<file path="config.mk">
export PLATFORM = sky130hd
export DESIGN_NAME = mem_port_ctrl
export DESIGN_NICKNAME = d
export VERILOG_FILES = /design/src/rtl/mem_port_pkg.sv /design/src/rtl/mem_port_arb.sv /design/src/rtl/mem_port_ctrl.sv
export SDC_FILE = /design/constraint.sdc
export NUM_CORES = 1
export LEC_CHECK = 0
export ABC_CLOCK_PERIOD_IN_PS = 2850
export CORE_MARGIN = 1.5
export CORE_UTILIZATION = 44
export DETAILED_ROUTE_END_ITERATION = 16
export GPL_TIMING_DRIVEN = 0
export PLACE_DENSITY = 0.81
export SYNTH_ARGS = -nofsm -noshare
export SYNTH_HDL_FRONTEND = slang
export SYNTH_SLANG_ARGS = --single-unit
</file>
<file path="constraint.sdc">
create_clock -name clk -period 2.85 [get_ports clk]
set_clock_uncertainty 0.1 [all_clocks]
set_input_delay 0.57 -clock clk [delete_from_list [all_inputs] [get_ports clk]]
set_output_delay 0.57 -clock clk [all_outputs]
set_load 0.05 [all_outputs]
</file>
<file path="src/rtl/mem_port_pkg.sv">
// Shared types and constants for the RAM bus-master port controller.
package mem_port_pkg;

    localparam int DEF_DATA_W = 32;
    localparam int DEF_ADDR_W = 8;

    typedef enum logic [1:0] {
        IDLE,
        ISSUE_RD,
        CAPTURE,
        ISSUE_WR
    } state_e;

    localparam logic SRC_IF = 1'b0;
    localparam logic SRC_D  = 1'b1;

endpackage

</file>
<file path="src/rtl/mem_port_arb.sv">
// Fixed-priority grant logic; data requests always win over fetch.
module mem_port_arb
    import mem_port_pkg::*;
(
    input  logic idle,
    input  logic if_req,
    input  logic d_req,
    output logic if_gnt,
    output logic d_gnt,
    output logic src
);

    always_comb begin
        d_gnt  = idle & d_req;
        if_gnt = idle & if_req & ~d_req;
        src    = d_req ? SRC_D : SRC_IF;
    end

endmodule

</file>
<file path="src/rtl/mem_port_ctrl.sv">
// Bus-master controller for the single-port synchronous RAM:
// arbitrates fetch/data requests and absorbs the one-edge read latency.
module mem_port_ctrl
    import mem_port_pkg::*;
#(
    parameter int DATA_W = DEF_DATA_W,
    parameter int ADDR_W = DEF_ADDR_W
) (
    input  logic              clk,
    input  logic              rst_n,
    input  logic              if_req,
    input  logic [ADDR_W-1:0] if_addr,
    output logic              if_gnt,
    output logic              if_rvalid,
    output logic [DATA_W-1:0] if_rdata,
    input  logic              d_req,
    input  logic              d_we,
    input  logic [ADDR_W-1:0] d_addr,
    input  logic [DATA_W-1:0] d_wdata,
    output logic              d_gnt,
    output logic              d_rvalid,
    output logic [DATA_W-1:0] d_rdata,
    output logic              d_wack,
    output logic              busy,
    output logic [ADDR_W-1:0] ram_addr,
    output logic [DATA_W-1:0] ram_wdata,
    output logic              ram_we,
    output logic              ram_re,
    input  logic [DATA_W-1:0] ram_rdata
);

    state_e            state_q, state_d;
    logic              src_q, src_d;
    logic [ADDR_W-1:0] addr_q, addr_d;
    logic [DATA_W-1:0] wdata_q, wdata_d;
    logic              we_q, we_d;
    logic              re_q, re_d;
    logic [DATA_W-1:0] if_rdata_q, if_rdata_d;
    logic [DATA_W-1:0] d_rdata_q, d_rdata_d;
    logic              if_rvalid_q, if_rvalid_d;
    logic              d_rvalid_q, d_rvalid_d;
    logic              d_wack_q, d_wack_d;
    logic              idle;
    logic              arb_src;

    // No grant can be issued while reset is held.
    assign idle = rst_n & (state_q == IDLE);

    mem_port_arb u_arb (
        .idle   (idle),
        .if_req (if_req),
        .d_req  (d_req),
        .if_gnt (if_gnt),
        .d_gnt  (d_gnt),
        .src    (arb_src)
    );

    always_comb begin
        state_d     = state_q;
        src_d       = src_q;
        addr_d      = addr_q;
        wdata_d     = wdata_q;
        we_d        = 1'b0;
        re_d        = 1'b0;
        if_rdata_d  = if_rdata_q;
        d_rdata_d   = d_rdata_q;
        if_rvalid_d = 1'b0;
        d_rvalid_d  = 1'b0;
        d_wack_d    = 1'b0;
        unique case (state_q)
            IDLE: begin
                if (d_gnt && d_we) begin
                    addr_d  = d_addr;
                    wdata_d = d_wdata;
                    src_d   = arb_src;
                    we_d    = 1'b1;
                    state_d = ISSUE_WR;
                end else if (d_gnt || if_gnt) begin
                    addr_d  = d_gnt ? d_addr : if_addr;
                    src_d   = arb_src;
                    re_d    = 1'b1;
                    state_d = ISSUE_RD;
                end
            end
            ISSUE_RD: state_d = CAPTURE;
            CAPTURE: begin
                state_d = IDLE;
                if (src_q == SRC_D) begin
                    d_rdata_d  = ram_rdata;
                    d_rvalid_d = 1'b1;
                end else begin
                    if_rdata_d  = ram_rdata;
                    if_rvalid_d = 1'b1;
                end
            end
            ISSUE_WR: begin
                state_d  = IDLE;
                d_wack_d = 1'b1;
            end
            default: state_d = IDLE;
        endcase
    end

    always_ff @(posedge clk or negedge rst_n) begin
        if (!rst_n) begin
            state_q     <= IDLE;
            src_q       <= SRC_IF;
            addr_q      <= '0;
            wdata_q     <= '0;
            we_q        <= 1'b0;
            re_q        <= 1'b0;
            if_rdata_q  <= '0;
            d_rdata_q   <= '0;
            if_rvalid_q <= 1'b0;
            d_rvalid_q  <= 1'b0;
            d_wack_q    <= 1'b0;
        end else begin
            state_q     <= state_d;
            src_q       <= src_d;
            addr_q      <= addr_d;
            wdata_q     <= wdata_d;
            we_q        <= we_d;
            re_q        <= re_d;
            if_rdata_q  <= if_rdata_d;
            d_rdata_q   <= d_rdata_d;
            if_rvalid_q <= if_rvalid_d;
            d_rvalid_q  <= d_rvalid_d;
            d_wack_q    <= d_wack_d;
        end
    end

    assign busy      = (state_q != IDLE);
    assign ram_addr  = addr_q;
    assign ram_wdata = wdata_q;
    assign ram_we    = we_q;
    assign ram_re    = re_q;
    assign if_rdata  = if_rdata_q;
    assign d_rdata   = d_rdata_q;
    assign if_rvalid = if_rvalid_q;
    assign d_rvalid  = d_rvalid_q;
    assign d_wack    = d_wack_q;

endmodule

</file>
Word level (Yosys, flattened, before mapping)
Cells that the tools add are included.
{"block": "classes", "n_bitwise": 6, "mux": 19, "reduce_logical": 10, "n_eq_ne": 4}
{"operator": "$mux W8", "count": 3}
{"operator": "$mux W1", "count": 13}
{"operator": "$reduce_and A2 Y1", "count": 4}
{"operator": "$pmux W2 S3", "count": 1}
{"operator": "$and A1 B1 Y1", "count": 4}
{"operator": "$eq A2 B2 Y1 const B", "count": 2}
{"operator": "$mux W2", "count": 2}
{"operator": "$reduce_bool A2 Y1", "count": 2}
{"operator": "$ne A3 B1 Y1 const B", "count": 1}
{"operator": "$eq A2 B1 Y1 const B", "count": 1}
{"operator": "$logic_not A2 Y1", "count": 1}
{"operator": "$not A1 Y1", "count": 2}
{"operator": "$reduce_or A2 Y1", "count": 1}
{"operator": "$logic_and A1 B1 Y1", "count": 1}
{"operator": "$logic_or A1 B1 Y1", "count": 1}
{"block": "word_totals", "in_bits": 85, "ff_bits": 112, "output_inout_bits": 112, "elab_cells": 50}

Longest topological paths before layout
{"block": "logic_depth", "depth_word": 8, "depth_mapped": 5, "mapped_depth_nobuf": 3}

Hierarchy
A second synthesis with hierarchy kept.
{"block": "unflattened", "hier_cells": 252, "area_unflattened_um2": 4414.2}
{"mod": "mem_port_ctrl", "instances": 1, "cells_each": 249, "seq_area_each_um2": 2802.7, "area_each_um2": 4390.5}
{"mod": "mem_port_arb", "instances": 1, "cells_each": 3, "seq_area_each_um2": 0.0, "area_each_um2": 23.8}

Worst setup path after synthesis
OpenSTA, ideal clock, no wires.
{"block": "synth_timing", "kind": "input to output", "startpoint": "input port rst_n", "endpoint": "output port if_gnt", "n_path_buf": 1, "t_arrival_ns": 1.796, "required_ns": 2.180, "setup_slack_ns": 0.384, "path_stages": 4, "cell_sequence": "nor3b_2 > clkbuf_1 > nand2_1 > nor2_1"}
{"block": "synth_via", "elab_chain_cells": 3}
{"item": "from (decl)", "line": "mem_port_ctrl.sv:10", "rtl": "input logic rst_n,"}
{"item": "$and A1 B1 Y1", "line": "mem_port_ctrl.sv:47", "rtl": "assign idle = rst_n & (state_q == IDLE);"}
{"item": "$and A1 B1 Y1 (2 in a row)", "line": "mem_port_arb.sv:15", "rtl": "if_gnt = idle & if_req & ~d_req;"}
{"item": "to (decl)", "line": "mem_port_ctrl.sv:13", "rtl": "output logic if_gnt,"}
Every way passes these cells.

Final worst setup path
{"block": "layout_timing", "startpoint": "input port d_req", "endpoint": "output port d_gnt"}
{"block": "layout_via", "elab_chain_cells": 1}
{"item": "from (decl)", "line": "mem_port_ctrl.sv:16", "rtl": "input logic d_req,"}
{"item": "$and A1 B1 Y1", "line": "mem_port_arb.sv:14", "rtl": "d_gnt = idle & d_req;"}
{"item": "to (decl)", "line": "mem_port_ctrl.sv:20", "rtl": "output logic d_gnt,"}
Every way passes these cells.

==> impl_metrics.tcl <==
set metrics [dict create \
    crit_required_ns 2.18 \
    gp_congestion 0.731 \
    synth-async-reset-ratio_pct 100 \
    drc_errors 0 \
    io-pin-count 197 \
    switching_share_pct 47.4 \
    crit_path_end_kind "primary output" \
    tightest_slew_ns 0.562 \
    place_ws_ns -0.711 \
    rsz0062_at_grt "no" \
    numCtsBuffers 9 \
    seqPwrFrac_pct 31.8 \
    fin_ws_ns 0.177 \
    synth_warnings 0 \
    power_density_nw_per_um2 1230 \
    layout.nets 552 \
    syn_to_final_growth_pct 55.3 \
    postCtsSetupRepairBufs 0 \
    synthXorXnorAreaFrac_pct 0 \
    die_x_um 102 \
    synth_top_family_by_area "multiplexers" \
    startpoint "d_req" \
    clk_latency_ns 0.35 \
    synth-compound-area-share_pct 4.37 \
    p_leak_nw 2.77 \
    die_area_um2 10300 \
    synth_cells 258 \
    path_clk_slew_ns 0.10 \
    synthMuxAreaShare_pct 25.3 \
    placed_cell_area_um2 6420 \
    grt_overflow 0 \
    first_pass_iters 4 \
    drv_slew 0 \
    hold_viol_final 0 \
    power_w 0.00816 \
    syn_avg_cell_area_um2 16.6 \
    grt.total_usage_pct 19.5 \
    yosys.area_share.simple_pct 2.20 \
    insertedDiodeCount 0 \
    die_y_um 102 \
    placed_cells 584 \
    port_buffers 196 \
    worst_ir_drop_vdd_mv 0.876 \
    p_int_w 0.00429 \
    hp-class "input port to asynchronous set/reset pin" \
    rows 35 \
    grt_pass1_vias 3083 \
    fmax_mhz 374 \
    setup_viol 0 \
    final_antenna_net_count 0 \
    status "complete, no violations" \
    synth_cell_type_count 24 \
    vias 2983 \
    drive_above_1_share_pct 22.9 \
    grt_max_degree 68 \
    ys_ff_latch 112 \
    detailedPlacementHpwl_um 7540 \
    min_period_ns 2.67 \
    htree_num_levels 3 \
    cts.sinks 112 \
    root_buffer "clkbuf_8" \
    core_um2 9330 \
    power.switching_w 0.00387 \
    drt-initial-drc-count 51 \
    critPathArrivalTime_ns 2.00 \
    clockBufferDepth 2 \
    vias_per_cell 4.96 \
    synthesis.area_um2 4270 \
    power_frac_clock_pct 10.4 \
    antenna_found_initial 0 \
    criticalPathCategory "input port to primary output" \
    cp-start-kind "input port" \
    path_max_fanout 9 \
    combPwrFrac_pct 57.8 \
    fin_util_pct 71.1 \
    routedWlPerCell_um 16.6 \
    max_slew_margin_pct 62.4 \
    start_util_pct 45.8 \
    fin_crit_sh_pct 93.8 \
    synth_edf_count 0 \
    synth_nets 343 \
    instances_no_fill 601 \
    maxCapViolCount 0 \
    tritoncts "yes" \
    r2r-start "state_q[0]" \
    synth-seq-area-share_pct 65.6 \
    synth_ff_type "dfrtp_1" \
    routed_wl_um 9980 \
    grt_pass1_wl_um 15300 \
    synth-adder-area-share_pct 0 \
    design_area_um2 6630 \
]
placed cells by master, fill, tap and decap left out, types with 2 or more instances in the layout:
cell             netlist  final
clkdlybuf4s50_1        0    193
dfrtp_1              112    112
mux2_2                66     66
mux2_1                30     30
clkbuf_8               0      9
o32a_1                 8      8
o221a_2                8      8
buf_4                  4      4
buf_2                  4      4
inv_1                  3      3
buf_6                  3      3
nor2_1                 3      3
clkbuf_1               2      3
clkinv_4               0      3
or2_2                  2      2
nand2_1                2      2
buf_16                 0      2
worst max-delay path, stage by stage:
cell and delay (ns):
clkdlybuf4s50_1 0.56, nand2_1 0.24, inv_1 0.10, dlygate4sd2_1 0.53
path summary, 6_finish.rpt:
check / end / slack [ns] / depth (start not counted)
setup / recovery: d_gnt / 0.18 / 4
hold / removal: ram_wdata[19] / 0.06 / 2
setup reg to reg: ram_wdata[20] / 0.98 / 5
hold reg to reg: ram_wdata[16] / 0.39 / 1
max in group asynchronous: d_rdata[1] / 2.26 / 2
min in group clk: ram_wdata[16] / 0.39 / 1
registers in the layout, summed over array words and instances, names as in the netlist:
name	flops
ram_re	1
state_q	2
d_rdata	32
if_rdata	32
ram_we	1
d_wack	1
ram_wdata	32
src_q	1
d_rvalid	1
ram_addr	8
if_rvalid	1
cells in the mapped netlist (2+ instances only):
master | n | share of area, %
nand2_1 | 2 | 0.18
mux2_1 | 30 | 7.9
nor2_1 | 3 | 0.26
buf_4 | 4 | 0.70
clkbuf_1 | 2 | 0.18
o32a_1 | 8 | 1.9
or2_2 | 2 | 0.29
buf_6 | 3 | 0.79
buf_2 | 4 | 0.47
mux2_2 | 66 | 17
inv_1 | 3 | 0.26
dfrtp_1 | 112 | 66
o221a_2 | 8 | 2.1
kinds of logic after synthesis:
family	Yosys count
DFF	112
buffers and inverters	17
and+or+nand+nor	15
AOI/OAI and AO/OA	18
muxes	96
metal layers:
metal | vias to the layer above | global-route usage [%] | routed length [µm]
met2 | 137 | 33.0 | 4890
met5 | - | 0 | 0
met3 | 14 | 6.63 | 888
met1 | 1476 | 23.6 | 4040
li1 | 1356 | - | -
met4 | 0 | 6.09 | 162
power by group through the flow:
stage	combinational, W	sequential (W)	clock (W)
2_1_floorplan	0.000701	0.00493	0
3_3_place_gp	0.00470	0.00258	0
3_5_place_dp	0.00475	0.00263	0
4_1_cts	0.00475	0.00260	0.000881
5_1_grt	0.00489	0.00268	0.000946
6_report	0.00472	0.00259	0.000849
repair_timing:
action | 4_1_cts | 5_1_grt
endpoints found under the setup margin | 2 | 2
gates cloned | 0 | 0
gates resized for setup | 6 | 3
hold buffers | 0 | 1
hold endpoints to repair | 0 | 45
through the flow:
step | TNS (ns) | hold WS [ns]
finish | 0 | 0.0632
global route | 0 | 0.0535
CTS | 0 | 0.0255
detailed placement | -1.12 | 0.374
global placement | -507.13 | 0.367
floorplan | 0 | 0.174
cell type report:
class | count | area [µm²]
Buffer | 14 | 96.3
Clock buffer | 11 | 131
Sequential cell | 112 | 2800
Clock inverter | 5 | 42.5
Inverter | 3 | 11.3
Multi-Input combinational cell | 129 | 1360
Timing Repair Buffer | 198 | 2030
Tap cell | 129 | 161
Fill cell | 651 | 2690
No activity file was read; power rests on OpenSTA's default activity.
